<file path="config.mk">
export PLATFORM = sky130hd
export DESIGN_NAME = pipelined_alu
export DESIGN_NICKNAME = d
export VERILOG_FILES = /design/src/rtl/pipelined_alu.sv
export SDC_FILE = /design/constraint.sdc
export NUM_CORES = 1
export LEC_CHECK = 0
export CAP_MARGIN = 25
export CORE_MARGIN = 5
export CORE_UTILIZATION = 49
export DETAILED_ROUTE_END_ITERATION = 7
export PLACE_DENSITY = 0.78
export SLEW_MARGIN = 20
export SYNTH_ARGS = -nofsm -noshare
export SYNTH_HDL_FRONTEND = slang
export SYNTH_SLANG_ARGS = --single-unit
</file>
<file path="constraint.sdc">
create_clock -name clk -period 3.7 [get_ports clk]
set_input_delay 1.11 -clock clk [delete_from_list [all_inputs] [get_ports clk]]
set_output_delay 1.11 -clock clk [all_outputs]
set_load 0.01 [all_outputs]
</file>
<file path="src/rtl/pipelined_alu.sv">
// Handshaked ALU with registered result/flags; define ALU_MUL_EN to add the
// iterative shift-add multiplier (opcode 110), otherwise 110 acts as reserved.
module pipelined_alu #(
    parameter int unsigned WIDTH = 16
) (
    input  logic             clk,
    input  logic             rst_n,
    input  logic             in_valid,
    output logic             in_ready,
    input  logic [WIDTH-1:0] inputA,
    input  logic [WIDTH-1:0] inputB,
    input  logic [2:0]       opcode,
    output logic             out_valid,
    input  logic             out_ready,
    output logic [WIDTH-1:0] result,
    output logic             carry_flag,
    output logic             overflow_flag,
    output logic             negative_flag,
    output logic             zero_flag
);

    localparam logic [2:0] OpAdd = 3'b000;
    localparam logic [2:0] OpSub = 3'b001;
    localparam logic [2:0] OpAnd = 3'b010;
    localparam logic [2:0] OpOr  = 3'b011;
    localparam logic [2:0] OpXor = 3'b100;
    localparam logic [2:0] OpNot = 3'b101;
`ifdef ALU_MUL_EN
    localparam logic [2:0] OpMul = 3'b110;
    localparam int unsigned CntW = $clog2(WIDTH) + 1;
`endif

    logic             out_valid_q;
    logic [WIDTH-1:0] result_q;
    logic             carry_q, overflow_q, negative_q, zero_q;

    logic             out_free;
    logic             accept;
    logic             load;
    logic [WIDTH-1:0] load_res;
    logic             load_c, load_v, load_n;

    logic [WIDTH:0]   add_sum, sub_sum;
    logic [WIDTH-1:0] alu_res;
    logic             alu_c, alu_v, alu_n;

    assign out_free = !out_valid_q || out_ready;
    assign accept   = in_valid && in_ready;

    assign add_sum = {1'b0, inputA} + {1'b0, inputB};
    assign sub_sum = {1'b0, inputA} + {1'b0, ~inputB} + {{WIDTH{1'b0}}, 1'b1};

    always_comb begin
        alu_res = '0;
        alu_c   = 1'b0;
        alu_v   = 1'b0;
        alu_n   = 1'b0;
        case (opcode)
            OpAdd: begin
                alu_res = add_sum[WIDTH-1:0];
                alu_c   = add_sum[WIDTH];
                alu_v   = (inputA[WIDTH-1] == inputB[WIDTH-1]) &&
                          (add_sum[WIDTH-1] != inputA[WIDTH-1]);
                alu_n   = add_sum[WIDTH-1];
            end
            OpSub: begin
                alu_res = sub_sum[WIDTH-1:0];
                // Carry flag reports borrow, so it is the inverted adder carry.
                alu_c   = !sub_sum[WIDTH];
                alu_v   = (inputA[WIDTH-1] != inputB[WIDTH-1]) &&
                          (sub_sum[WIDTH-1] != inputA[WIDTH-1]);
                alu_n   = sub_sum[WIDTH-1];
            end
            OpAnd:   alu_res = inputA & inputB;
            OpOr:    alu_res = inputA | inputB;
            OpXor:   alu_res = inputA ^ inputB;
            OpNot:   alu_res = ~inputA;
            default: alu_res = '0;
        endcase
    end

`ifdef ALU_MUL_EN
    typedef enum logic {StIdle, StBusy} state_e;

    state_e             state_q;
    logic [2*WIDTH-1:0] mcand_q, acc_q, acc_next;
    logic [WIDTH-1:0]   mplier_q;
    logic [CntW-1:0]    cnt_q;
    logic               last_iter;
    logic               mul_done;

    assign acc_next  = mplier_q[0] ? acc_q + mcand_q : acc_q;
    assign last_iter = (cnt_q == CntW'(WIDTH - 1));
    // Final iteration waits for a free output register rather than dropping the product.
    assign mul_done  = (state_q == StBusy) && last_iter && out_free;
    assign in_ready  = rst_n && (state_q == StIdle) && out_free;

    always_ff @(posedge clk) begin
        if (!rst_n) begin
            state_q  <= StIdle;
            mcand_q  <= '0;
            mplier_q <= '0;
            acc_q    <= '0;
            cnt_q    <= '0;
        end else begin
            case (state_q)
                StIdle: begin
                    if (accept && opcode == OpMul) begin
                        state_q  <= StBusy;
                        mcand_q  <= {{WIDTH{1'b0}}, inputA};
                        mplier_q <= inputB;
                        acc_q    <= '0;
                        cnt_q    <= '0;
                    end
                end
                StBusy: begin
                    if (!last_iter || out_free) begin
                        acc_q    <= acc_next;
                        mcand_q  <= mcand_q << 1;
                        mplier_q <= mplier_q >> 1;
                        cnt_q    <= cnt_q + CntW'(1);
                        if (last_iter) begin
                            state_q <= StIdle;
                        end
                    end
                end
                default: state_q <= StIdle;
            endcase
        end
    end

    always_comb begin
        load     = mul_done || (accept && opcode != OpMul);
        load_res = alu_res;
        load_c   = alu_c;
        load_v   = alu_v;
        load_n   = alu_n;
        if (mul_done) begin
            load_res = acc_next[WIDTH-1:0];
            load_c   = |acc_next[2*WIDTH-1:WIDTH];
            load_v   = 1'b0;
            load_n   = acc_next[WIDTH-1];
        end
    end
`else
    assign in_ready = rst_n && out_free;

    always_comb begin
        load     = accept;
        load_res = alu_res;
        load_c   = alu_c;
        load_v   = alu_v;
        load_n   = alu_n;
    end
`endif

    always_ff @(posedge clk) begin
        if (!rst_n) begin
            out_valid_q <= 1'b0;
            result_q    <= '0;
            carry_q     <= 1'b0;
            overflow_q  <= 1'b0;
            negative_q  <= 1'b0;
            zero_q      <= 1'b0;
        end else if (load) begin
            out_valid_q <= 1'b1;
            result_q    <= load_res;
            carry_q     <= load_c;
            overflow_q  <= load_v;
            negative_q  <= load_n;
            zero_q      <= (load_res == '0);
        end else if (out_ready) begin
            out_valid_q <= 1'b0;
        end
    end

    assign out_valid     = out_valid_q;
    assign result        = result_q;
    assign carry_flag    = carry_q;
    assign overflow_flag = overflow_q;
    assign negative_flag = negative_q;
    assign zero_flag     = zero_q;

endmodule

</file>
==> impl_metrics.ini <==
[status]
status = complete, no violations

[critical_path]
critPathMaxFanout = 5
worstPathArrival_ns = 3.80
crit_path_start = inputA[8]
slowest_delay_ns = 0.50
start_kind = primary input
timing.rr.start = out_valid$_SDFFE_PN0P_
path_class = in2reg
crit_required_ns = 3.86
critPathSlowestCell = clkdlybuf4s50_1
cp-end-kind = flip-flop
path_cells = clkdlybuf4s50_1 -> inv_2 -> ha_4 -> inv_2 -> nand2_1 -> o21ai_0 -> a31oi_1 -> o31ai_1 -> a2111o_1 -> and3_1 -> nand2_1 -> o41ai_2

[timing]
maxSlewHeadroom_pct = 58.9
fmax_mhz = 274
setup_slack_ns = 0.0560
fin_crit_sh_pct = 98.5
fin_skew_ns = 0.00270
min_period_ns = 3.64
hold_violations = 0
setup_violations = 0
tightest_slew_ns = 0.615
slew_violations = 0

[global_route]
grt_first_pass_wirelength_mm = 20.1
grt_antenna_before_repair = 0
grt_pass1_vias = 4213
grt_use_total_pct = 28.1
grt_max_degree = 38
grt.overflow.total = 0

[layout]
fillCellCount = 438
areaGrowthSynthToFinish_pct = 61.5
mostFrequentLayoutCell = buf_4
instances_no_fill = 725
multi_input_area_um2 = 3050
final-seq-area_um2 = 420
utilization_pct = 81.2
final_cell_mix = buf_4, clkdlybuf4s50_1, o21ai_0, ha_1, a21oi_1
drive_above_1_share_pct = 36.3
insertedDiodeCount = 0
fin_nets = 735

[placed_design]
io_buffers = 60
globalplace.congestion = 1.01
dp_slack_ns = -0.647
dp_cells = 701
hpwl_mm = 9.56

[synthesis]
ys_seq_area_share_pct = 12.4
synth_area_leaders = ha_1, dfxtp_1, o21ai_0, inv_1, a21oi_1
syn_nets = 559
netlist_area_um2 = 3400
syn_avg_cell_area_um2 = 7.23
yosys_warnings = 0
synth_top_area_cell = ha_1
synth-edff-count = 0
synth_seq_cells = 21
ys_types = 71
synth_ff_type = dfxtp_1
yosysTopAreaCellShare_pct = 17.7
synthArstFlopShare_pct = 0
syn_inst = 470

[floorplan]
die-area_um2 = 8700
core_area_um2 = 6760
pin_count = 61
rows = 30
start_util_pct = 50.3
die_y_um = 93.3
die_w_um = 93.3

[clocking]
cts_root_buffer = clkbuf_8
clk-insertion-delay-late_ns = 0.25
clk_pin_slew_ns = 0.07
cts_tree = done
clkSinkCount = 21
htreeDepth = 1
ctsHoldBuffers = 0
numCtsBuffers = 3
clock_path_buffers = 2

[job]
cap_violations = 0

[drt]
firstDrtPassIters = 5
wl_mm = 13.2
via_per_inst = 6.04
via_count = 4382
wl_per_cell_um = 18.2
drt_iter0_drc = 342
ant_nets = 0
drc = 0

[power]
power_frac_seq_pct = 20.9
pwr-share-comb_pct = 67.0
p_sw_share_pct = 39.6
clock_power_share_pct = 12.0
vdd_ir_drop_max_uv = 160
intPower_uw = 729
p_leak_nw = 2.50
cellPowerDensity_nw_per_um2 = 220
p_switching_uw = 479

[hold_path]
hp-class = reg2reg
holdCritStartpoint = result[0]$_SDFFE_PN0P_
==> path summary, 6_finish.rpt <==
| check | cells after the start | endpoint | slack, ns |
|---|---|---|---|
| worst min-delay path | 2 | result[0]$_SDFFE_PN0P_ | 0.46 |
| worst min register to register | 2 | result[0]$_SDFFE_PN0P_ | 0.46 |
| worst max register to register | 9 | zero_flag$_SDFFE_PN0P_ | 1.76 |
| worst max-delay path | 12 | zero_flag$_SDFFE_PN0P_ | 0.06 |
==> synth_stat cells (3+ instances only) <==
library cell and number:
nand3_1 26, nor2b_1 7, a211o_1 4, o221ai_1 4, nand2_1 26, o21ai_0 36, nor4_1 3, o211ai_1 7
a221oi_1 5, o21ai_1 3, clkbuf_1 16, a21o_1 6, mux2i_1 7, buf_1 5, buf_2 5, a21oi_2 3
a211oi_1 7, a22oi_1 6, a22o_1 3, o21bai_1 3, nor3b_1 3, o31ai_1 4, inv_1 46, nor2_1 33
nand2b_1 9, dfxtp_1 21, o22ai_1 13, a31oi_1 3, a21oi_1 34, ha_1 48, or3_1 4, nor3_1 12
xnor2_1 8
==> metal layers <==
metal  vias to the layer above  track usage [%]  wire length [um]
li1                       2067                -                 -
met1                      2030             35.8              5440
met2                       231             49.3              6380
met3                        54             3.94              1020
met4                         0             7.69               329
met5                         -                0                 0
==> power by group through the flow <==
stage	clock network (mW)	registers (mW)	logic (mW)
after floorplan	0	0.266	0.342
after global placement	0	0.257	0.658
after detailed placement	0	0.258	0.668
after CTS	0.149	0.253	0.744
after global routing	0.158	0.254	0.867
final	0.146	0.253	0.810
==> kinds of logic (layout without fill, tap and decap cells) <==
logic type | after synthesis | after routing | synth area share [%]
AO/OA/AOI/OAI | 166 | 166 | 34.5
XOR/XNOR | 10 | 10 | 2.58
adder cells (fa/ha/maj) | 50 | 50 | 18.9
buffers and inverters | 78 | 253 | 9.24
flip-flops | 21 | 21 | 12.4
multiplexers | 9 | 9 | 2.72
AND/OR/NAND/NOR | 136 | 136 | 19.7
==> flip-flops by register name, indices dropped and copies added, names as in the netlist <==
register,cells
overflow_flag,1
zero_flag,1
negative_flag,1
result,16
out_valid,1
carry_flag,1
==> per-stage QoR <==
stage                     area (um^2)  total power [mW]  hold slack [ns]  TNS [ns]
after global placement           4870             0.915            0.452     -4.27
after detailed placement         4870             0.926            0.451     -4.76
after CTS                        5290              1.14            0.461         0
final                            5490              1.21            0.458         0
after global routing             5490              1.28            0.477   -0.0232
after floorplan                  3400             0.607            0.481         0
==> worst max-delay path, delay by kind of cell <==
kind	cells	cell delay [ns]
buffers and inverters	3	0.65
AO/OA/AOI/OAI	5	1.33
adder cells (fa/ha/maj)	1	0.24
AND/OR/NAND/NOR	3	0.46
==> timing repair <==
action,in CTS,in global routing
gates resized for setup,77,50
pin swaps,32,33
endpoints found under the setup margin,11,8
setup buffers,14,6
==> cell type report <==
class	count	share of cell area [%]
sequential	21	7.66
clock buffer	4	0.821
timing repair buffer	200	30.7
tap	80	1.82
inverter	49	3.35
multi-input combinational	371	55.6
(Power assumes the default switching activity.)
